<file path="config.mk">
export PLATFORM = sky130hd
export DESIGN_NAME = regfile_scoreboard
export DESIGN_NICKNAME = d
export VERILOG_FILES = /design/src/rtl/regfile_pkg.sv /design/src/rtl/regfile_read_port.sv /design/src/rtl/regfile_scoreboard.sv
export SDC_FILE = /design/constraint.sdc
export NUM_CORES = 2
export LEC_CHECK = 0
export CAP_MARGIN = 20
export CORE_ASPECT_RATIO = 1.2
export CORE_UTILIZATION = 50
export CTS_CLUSTER_DIAMETER = 200
export CTS_CLUSTER_SIZE = 24
export DETAILED_ROUTE_END_ITERATION = 10
export GPL_TIMING_DRIVEN = 0
export HOLD_SLACK_MARGIN = 0.15
export PLACE_DENSITY = 0.77
export SETUP_SLACK_MARGIN = 0.2
export SYNTH_ARGS = -nofsm -noshare
export SYNTH_HDL_FRONTEND = slang
export SYNTH_HIERARCHICAL = 1
export SYNTH_SLANG_ARGS = --single-unit
</file>
<file path="constraint.sdc">
create_clock -name clk -period 5.3 [get_ports clk]
set_clock_uncertainty 0.05 [all_clocks]
set_input_delay 0.795 -clock clk [delete_from_list [all_inputs] [get_ports clk]]
set_output_delay 0.795 -clock clk [all_outputs]
set_load 0.01 [all_outputs]
</file>
<file path="src/rtl/regfile_pkg.sv">
`default_nettype none
// ============================================================================
//  Module      : regfile_pkg
//  Description : Shared defaults, address type and helpers for the
//                scoreboarded integer register file.
//  Revision    : 1.0 - initial parametrised release
// ============================================================================
package regfile_pkg;

    localparam int XLEN_DEFAULT  = 32;
    localparam int NREGS_DEFAULT = 32;
    localparam int ZERO_IDX      = 0;
    localparam int AW_DEFAULT    = $clog2(NREGS_DEFAULT);

    // Register address type for the default configuration.
    typedef logic [AW_DEFAULT-1:0] reg_addr_t;

    // Width needed to hold a count of 0..nregs pending registers.
    function automatic int busy_count_width(input int nregs);
        return $clog2(nregs + 1);
    endfunction

    // An address refers to real, writable storage only when it is inside the
    // file and is not the hardwired zero register.
    function automatic logic addr_usable(input int addr, input int nregs, input int zero_reg);
        return (addr < nregs) && !((zero_reg != 0) && (addr == ZERO_IDX));
    endfunction

endpackage
`default_nettype wire

</file>
<file path="src/rtl/regfile_read_port.sv">
`default_nettype none
// ============================================================================
//  Module      : regfile_read_port
//  Description : One combinational read port: address mux, zero/out-of-range
//                masking and write-to-read bypass.
//  Revision    : 1.0 - initial parametrised release
// ============================================================================
module regfile_read_port
    import regfile_pkg::*;
#(
    parameter int XLEN     = XLEN_DEFAULT,
    parameter int NREGS    = NREGS_DEFAULT,
    parameter int AW       = $clog2(NREGS),
    parameter int BYPASS   = 1,
    parameter int ZERO_REG = 1
) (
    input  logic [NREGS*XLEN-1:0] regs,
    input  logic [NREGS-1:0]      pending,
    input  logic [AW-1:0]         addr,
    input  logic                  write_ok,
    input  logic [AW-1:0]         write_addr,
    input  logic [XLEN-1:0]       write_data,
    output logic [XLEN-1:0]       data,
    output logic                  busy
);

    logic          usable;
    logic          hit;
    logic [AW-1:0] idx;

    // Select register contents, masking unusable addresses and forwarding a
    // same-cycle legal write when bypass is enabled.
    always_comb begin
        usable = addr_usable(int'(addr), NREGS, ZERO_REG);
        idx    = usable ? addr : '0;
        hit    = (BYPASS != 0) && write_ok && (write_addr == addr);
        if (!usable) begin
            data = '0;
        end else if (hit) begin
            data = write_data;
        end else begin
            data = regs[idx*XLEN +: XLEN];
        end
        busy = usable && !hit && pending[idx];
    end

endmodule
`default_nettype wire

</file>
<file path="src/rtl/regfile_scoreboard.sv">
`default_nettype none
// ============================================================================
//  Module      : regfile_scoreboard
//  Description : Parametrised integer register file with per-register pending
//                bits for RAW/WAW hazard tracking and a pending-register count.
//  Revision    : 1.0 - initial parametrised release
// ============================================================================
module regfile_scoreboard
    import regfile_pkg::*;
#(
    parameter int XLEN     = XLEN_DEFAULT,
    parameter int NREGS    = NREGS_DEFAULT,
    parameter int NREAD    = 2,
    parameter int AW       = $clog2(NREGS),
    parameter int BYPASS   = 1,
    parameter int ZERO_REG = 1
) (
    input  logic                         clk,
    input  logic                         rst_n,
    input  logic [NREAD*AW-1:0]          readAddr,
    output logic [NREAD*XLEN-1:0]        readData,
    output logic [NREAD-1:0]             readBusy,
    input  logic                         regWrite,
    input  logic [AW-1:0]                writeAddr,
    input  logic [XLEN-1:0]              writeData,
    input  logic                         issueValid,
    input  logic [AW-1:0]                issueAddr,
    output logic                         issueReady,
    input  logic                         flush,
    output logic [$clog2(NREGS+1)-1:0]   busyCount
);

    localparam int CW = busy_count_width(NREGS);

    logic [NREGS*XLEN-1:0] regs;
    logic [NREGS-1:0]      pending;
    logic                  write_ok;
    logic                  issue_addr_ok;
    logic                  bypass_issue;
    logic                  issue_fire;
    logic                  count_set;
    logic                  count_clr;
    logic [AW-1:0]         write_idx;
    logic [AW-1:0]         issue_idx;

    // Decode write legality, issue readiness and the exact pending transitions
    // that the count must follow; writes are suppressed while in reset.
    always_comb begin
        write_ok      = rst_n && regWrite && addr_usable(int'(writeAddr), NREGS, ZERO_REG);
        issue_addr_ok = addr_usable(int'(issueAddr), NREGS, ZERO_REG);
        write_idx     = write_ok ? writeAddr : '0;
        issue_idx     = issue_addr_ok ? issueAddr : '0;
        bypass_issue  = (BYPASS != 0) && write_ok && (writeAddr == issueAddr);
        issueReady    = !issue_addr_ok || !pending[issue_idx] || bypass_issue;
        issue_fire    = issueValid && issueReady && !flush && issue_addr_ok;
        // A same-register write+issue leaves the bit set: no transition at all
        // when it was already pending, a plain set when it was clear.
        count_set     = issue_fire && !pending[issue_idx];
        count_clr     = write_ok && pending[write_idx] &&
                        !(issue_fire && (issueAddr == writeAddr));
    end

    // Register storage: writeback updates one register per cycle.
    always_ff @(posedge clk or negedge rst_n) begin
        if (!rst_n) begin
            regs <= '0;
        end else if (write_ok) begin
            regs[write_idx*XLEN +: XLEN] <= writeData;
        end
    end

    // Pending bits and their population count; issue after write so the new
    // producer wins, flush squashes everything.
    always_ff @(posedge clk or negedge rst_n) begin
        if (!rst_n) begin
            pending   <= '0;
            busyCount <= '0;
        end else if (flush) begin
            pending   <= '0;
            busyCount <= '0;
        end else begin
            if (write_ok) begin
                pending[write_idx] <= 1'b0;
            end
            if (issue_fire) begin
                pending[issue_idx] <= 1'b1;
            end
            busyCount <= busyCount + CW'(count_set) - CW'(count_clr);
        end
    end

    generate
        for (genvar i = 0; i < NREAD; i++) begin : g_read
            regfile_read_port #(
                .XLEN     (XLEN),
                .NREGS    (NREGS),
                .AW       (AW),
                .BYPASS   (BYPASS),
                .ZERO_REG (ZERO_REG)
            ) u_port (
                .regs       (regs),
                .pending    (pending),
                .addr       (readAddr[i*AW +: AW]),
                .write_ok   (write_ok),
                .write_addr (writeAddr),
                .write_data (writeData),
                .data       (readData[i*XLEN +: XLEN]),
                .busy       (readBusy[i])
            );
        end
    endgenerate

endmodule
`default_nettype wire

</file>
# [Word level (Yosys, flattened, before mapping)]
# Index checks and enable logic that the tools add are counted.
[totals] reg_bits=1062 input_bits=57 output_inout_bits=73 elab_cells=82
[op_classes] add_sub_neg=3 magnitude_cmp=6 eq_ne=4 shifts=4 mux=26 bitwise=3 n_reduce_logical=33
[ops] op="1024-bit by 11-bit variable part select with 32-bit output" n=2
[ops] op="1024-bit bitwise mux" n=1
[ops] op="32-bit by 34-bit variable shift with 1024-bit output, first input constant" n=1
[ops] op="32-bit by 34-bit variable part select with 1024-bit output" n=1
[ops] op="32-bit two-way mux" n=8
[ops] op="10-bit negation with 34-bit output" n=1
[ops] op="32-bit AND" n=1
[ops] op="32-bit NOT" n=1
[ops] op="32-bit bitwise OR" n=1
[ops] op="5-bit by 6-bit < comparator with 1-bit output, second input constant" n=4
[ops] op="1-bit binary-select mux with 5-bit select" n=4
[ops] op="5-bit equality test" n=4
[ops] op="5-bit logical NOT" n=4
[ops] op="5-bit two-way mux" n=4
[ops] op="1-bit logical AND" n=18
[ops] op="1-bit demux with 5-bit select" n=2
[ops] op="5-bit by 1-bit >= comparator with 1-bit output, second input constant" n=2
[ops] op="1-bit logical NOT" n=9
[ops] op="6-bit by 1-bit adder with 6-bit output" n=1
[ops] op="1-bit two-way mux" n=6
[ops] op="6-bit two-way mux" n=1
[ops] op="6-bit by 1-bit subtractor with 6-bit output" n=1
[ops] op="1-bit logical OR" n=2

# [Longest topological paths before layout]
[logic_depth] word_depth=15 mapped_depth=17 depth_no_buf=15

# [By module]
# Netlist, hierarchy kept.
[modules_own_cells] mod="regfile_scoreboard" n_inst=1 cells_per_inst=3507 area_each_um2=44772.9 seq_area_each_um2=26575.5
[modules_own_cells] mod="regfile_read_port" n_inst=2 cells_per_inst=875 area_each_um2=9218.8 seq_area_each_um2=0.0

# [Least setup slack after synthesis]
# Ideal clock, no wire load.
[synth_path] path_kind="input -> register" from="in rst_n" to="reg regs[278]" setup_ns=0.125 arrival_time_ns=3.757 t_required_ns=5.125 path_slack_ns=1.369 path_stages=14 n_path_buf=5 path_cell_list="buf_2 > and2_1 > nand2_1 > ha_1 > buf_2 > clkbuf_1 > o21a_1 > ha_1 > a2111oi_4 > nand3_1 > clkbuf_1 > nor2_1 > buf_2 > mux2_2"
[synth_via] elab_chain_cells=6 elab_cells_between_ends=7 cone_classes="add/sub (1); shift (2); mux (2); reduce/logical (2)"
[synth_rtl] item="start, declared" line="regfile_scoreboard.sv:19" text="input logic rst_n,"
[synth_rtl] item="1-bit logical AND (*) (2 in a row)" line="regfile_scoreboard.sv:49" text="write_ok = rst_n && regWrite && addr_usable(int'(writeAddr), NREGS, ZERO_REG);"
[synth_rtl] item="5-bit two-way mux" line="regfile_scoreboard.sv:51" text="write_idx = write_ok ? writeAddr : '0;"
[synth_rtl] item="10-bit negation with 34-bit output" line="regfile_scoreboard.sv:68" text="regs[write_idx*XLEN +: XLEN] <= writeData;"
[synth_rtl] item="32-bit by 34-bit variable part select with 1024-bit output / 32-bit by 34-bit variable shift with 1024-bit output (equally long branches)" line="regfile_scoreboard.sv:68"
[synth_rtl] item="1024-bit bitwise mux" line="regfile_scoreboard.sv:68"
[synth_rtl] item="end signal, assigned by index" line="regfile_scoreboard.sv:68"
[synth_rtl] item="end, declared" line="regfile_scoreboard.sv:35" text="logic [NREGS*XLEN-1:0] regs;"
# Every way passes the cells marked *; elsewhere a longest branch is shown, timed or not.
# A chain may end at the register's enable or synchronous reset.

# [Worst setup path in the final report]
[layout_path] from="in readAddr[7]" to="out readData[48]"
[layout_via] elab_chain_cells=5 elab_cells_between_ends=7 cone_classes="eq/ne (1); shift (1); mux (3); reduce/logical (2)"
[layout_rtl] item="start, declared" line="regfile_scoreboard.sv:20" text="input logic [NREAD*AW-1:0] readAddr,"
[layout_rtl] item="5-bit logical NOT" line="regfile_pkg.sv:26" text="return (addr < nregs) && !((zero_reg != 0) && (addr == ZERO_IDX));"
[layout_rtl] item="5-bit two-way mux" line="regfile_read_port.sv:35" text="idx = usable ? addr : '0;"
[layout_rtl] item="1024-bit by 11-bit variable part select with 32-bit output" line="regfile_read_port.sv:42" text="data = regs[idx*XLEN +: XLEN];"
[layout_rtl] item="32-bit two-way mux" line="regfile_read_port.sv:39" text="end else if (hit) begin"
[layout_rtl] item="32-bit two-way mux (*)" line="regfile_read_port.sv:37" text="if (!usable) begin"
[layout_rtl] item="end, declared" line="regfile_scoreboard.sv:21" text="output logic [NREAD*XLEN-1:0] readData,"
# Marks and branches as above.

==> out/summary.txt <==
status -> finished with violations
failing checks -> negative setup slack
CP Capture Type -> output pin
Yosys warnings -> 6
Sink Count -> 1062
Placed Cells -> 7062
initial core utilization -> 0.5054
fmax -> 0.1865 GHz
vias per cell -> 7.760
metal3 WL -> 58340 µm
CTS buffer count -> 50
Syn Nets -> 5326
R2R depth -> 12
die area -> 0.1279 mm²
CTS tree -> done
routed len/inst -> 49.00 µm
commonest non-fill, non-tap cells in the layout -> dfrtp_1, mux2_2, mux2i_1
CP Launch Type -> primary input
DRT met1 WL -> 116300 µm
CP required -> 4450 ps
R2R setup slack -> 1680 ps
layout cell share with drive strength beyond 1 -> 0.2951
Tcrit/Tclk final -> 1.012
TritonRoute pass-1 iters -> 8
area of the mapped netlist -> 0.06321 mm²
Setup Viol. Count Final -> 1
clk slew on worst S/H paths -> 80 ps
Pins Over Slew Limit -> 0
detailed placement HPWL -> 267500 µm
register area share after synthesis -> 0.4204
Layout Cells excl Fill -> 7204
most frequent CP cell -> buf_4
GRT overflow -> 0
Hold WC Path Type -> primary input to async pin
H-tree levels -> 2
vias -> 55900
Max VDD drop -> 322.4 µV
static leakage -> 32.10 nW
peak per-stage delay on the critical path -> 800 ps
min Tclk post-route -> 5362 ps
CP cell instances -> dlygate4sd2_1, buf_4, buf_4, buf_4, mux2i_1, a211oi_1, a22o_1, clkdlybuf4s50_1
Synth Instances -> 5257
Worst R2R Start -> pending[2]
initial antenna violation count -> 57
top routing layer used -> met5
nets -> 5571
Worst path slowest cell -> mux2i_1
synthesized flop and latch total -> 1062
power per cell area -> 229.5 mW/mm²
pin count of the biggest net entering global routing -> 178
most common cell after layout, fill and taps aside -> dfrtp_1
RSZ-0062 raised after global routing -> false
ANT nets after route -> 0
Fin. Hold Viols -> 0
Routed Wire Length -> 353000 µm
FP Rows -> 142
I/O pins -> 130
top cell type's share of synthesized area -> 0.4204
vias in the first global route -> 53260
Core Region -> 0.1251 mm²
Post-synth EDFFs -> 0
crit-path max FO -> 10
DR WL met2 -> 138800 µm
first-pass GRT wire length -> 466300 µm
CTS Root Cell -> clkbuf_16
Synth-to-Final Area Change -> 9.747%
Worst Path Arrival -> 4520 ps
Synth area leaders -> dfrtp_1, mux2_2, mux4_2, mux2i_1, and3_1
routability cong. -> 1.148
Buffers on Ports -> 121
CP Class -> primary input to output pin
FF-to-FF End -> busyCount[5]
Slew @ Worst Pin -> 1355 ps
post-route worst hold slack -> 175.7 ps
Post-synth ARST share -> 1.000
cell taking the most area after synthesis -> dfrtp_1
maximum clock path buffer count -> 3
Die W -> 326.6 µm
DR iter-0 viols -> 9235
worst rel slew slack -> 0.09700
final worst setup slack -> -61.52 ps
Cell variety after synth -> 73
Die Ht -> 391.5 µm
Clock Latency Late Sink -> 710 ps
post-layout util -> 0.5546
Synth Flop Type -> dfrtp_1
gr usage total -> 0.5464
number of max-cap violations -> 0
Remaining DRCs -> 0
syn avg cell area -> 12.02 µm²
==> metal layers <==
layer	vias up	GRT usage
met2	5434	0.7263
li1	20560	-
met3	1610	0.3017
met5	-	0.02250
met4	20	0.4910
met1	28280	0.6203
==> critical path: cells and delay by family <==
kind                   cells  cell delay (ps)
multiplexers               1              800
AO/OA/AOI/OAI              2              520
buffers and inverters      5             2360
==> worst max path at each step <==
stage	startpoint	to	slack, ps	cells after the start
finish	readAddr[7]	readData[48]	-60	8
global route	readAddr[7]	readData[48]	200	8
CTS	readAddr[2]	readData[17]	100	8
detailed placement	rst_n	regs[777]	-2080	15
global placement	rst_n	readData[1]	-48530	9
floorplan	rst_n	regs[278]	1370	14
==> where the power goes <==
| part | switching (mW) | internal [mW] | leakage, nW |
|---|---|---|---|
| clock network | 2.94 | 1.72 | 0.642 |
| logic | 2.25 | 0.818 | 16.6 |
| registers | 0.0478 | 8.14 | 14.8 |
| total | 5.25 | 10.7 | 32.1 |
==> kinds of logic after synthesis <==
| family | count (synthesis) | share of synthesized area |
|---|---|---|
| mux | 1674 | 0.3424 |
| flops | 1062 | 0.4204 |
| simple gates | 889 | 0.07225 |
| compound gates | 992 | 0.1129 |
| buf+inv | 604 | 0.04616 |
| fa+ha+maj | 12 | 0.002494 |
| xor+xnor | 24 | 0.003325 |
==> cell type report <==
class                      count  area (µm²)
buffer                       586        3012
antenna                       45       112.6
timing repair buffer         194        2293
sequential                  1062       26580
fill                       10780       55710
multi-input combinational   3591       33930
clock inverter                 3       58.81
inverter                      17       63.81
tap                         1656        2072
clock buffer                  50        1251
==> synth_stat cells (17+ instances only) <==
cell and number:
nor2_1 120, o221a_2 17, mux2i_1 556, xnor2_1 18
clkbuf_1 310, a31o_2 60, o21a_1 67, dfrtp_1 1062
o2111ai_1 33, nand3_1 90, nand2_1 214, mux2_2 754
o21ai_0 214, o211ai_1 35, a211oi_1 51, o31ai_1 50
buf_2 179, and3_1 258, buf_6 22, a22oi_1 201
nor3_1 85, mux2_1 54, mux4_2 310, o22ai_1 18
nor2b_1 38, o41ai_1 96, and2_1 36, buf_4 59
a21oi_1 70, a22o_1 40
==> flip-flops by register name, summed over array words and instances (netlist names) <==
| register | flops |
|---|---|
| busyCount | 6 |
| pending | 32 |
| regs | 1024 |
==> per-stage QoR <==
stage          setup WS [ps]  TNS (ps)  total power, mW  cell area [µm²]
2_1_floorplan           1369         0            9.558            63210
3_3_place_gp          -48530         -            11.09            66490
5_1_grt                201.4         0            16.03            69280
3_5_place_dp           -2076  -1500640            11.11            67000
4_1_cts                95.70         0            15.58            68990
6_report              -61.52    -61.52            15.92            69370
==> what timing repair did <==
item,in CTS,in global routing
pin swaps,5,5
buffers inserted,19,7
endpoints found under the hold margin,113,0
gates cloned,3,0
hold buffers,5,0
endpoints found under the setup margin,1059,283
gates resized for setup,102,42
(Power assumes the default switching activity.)
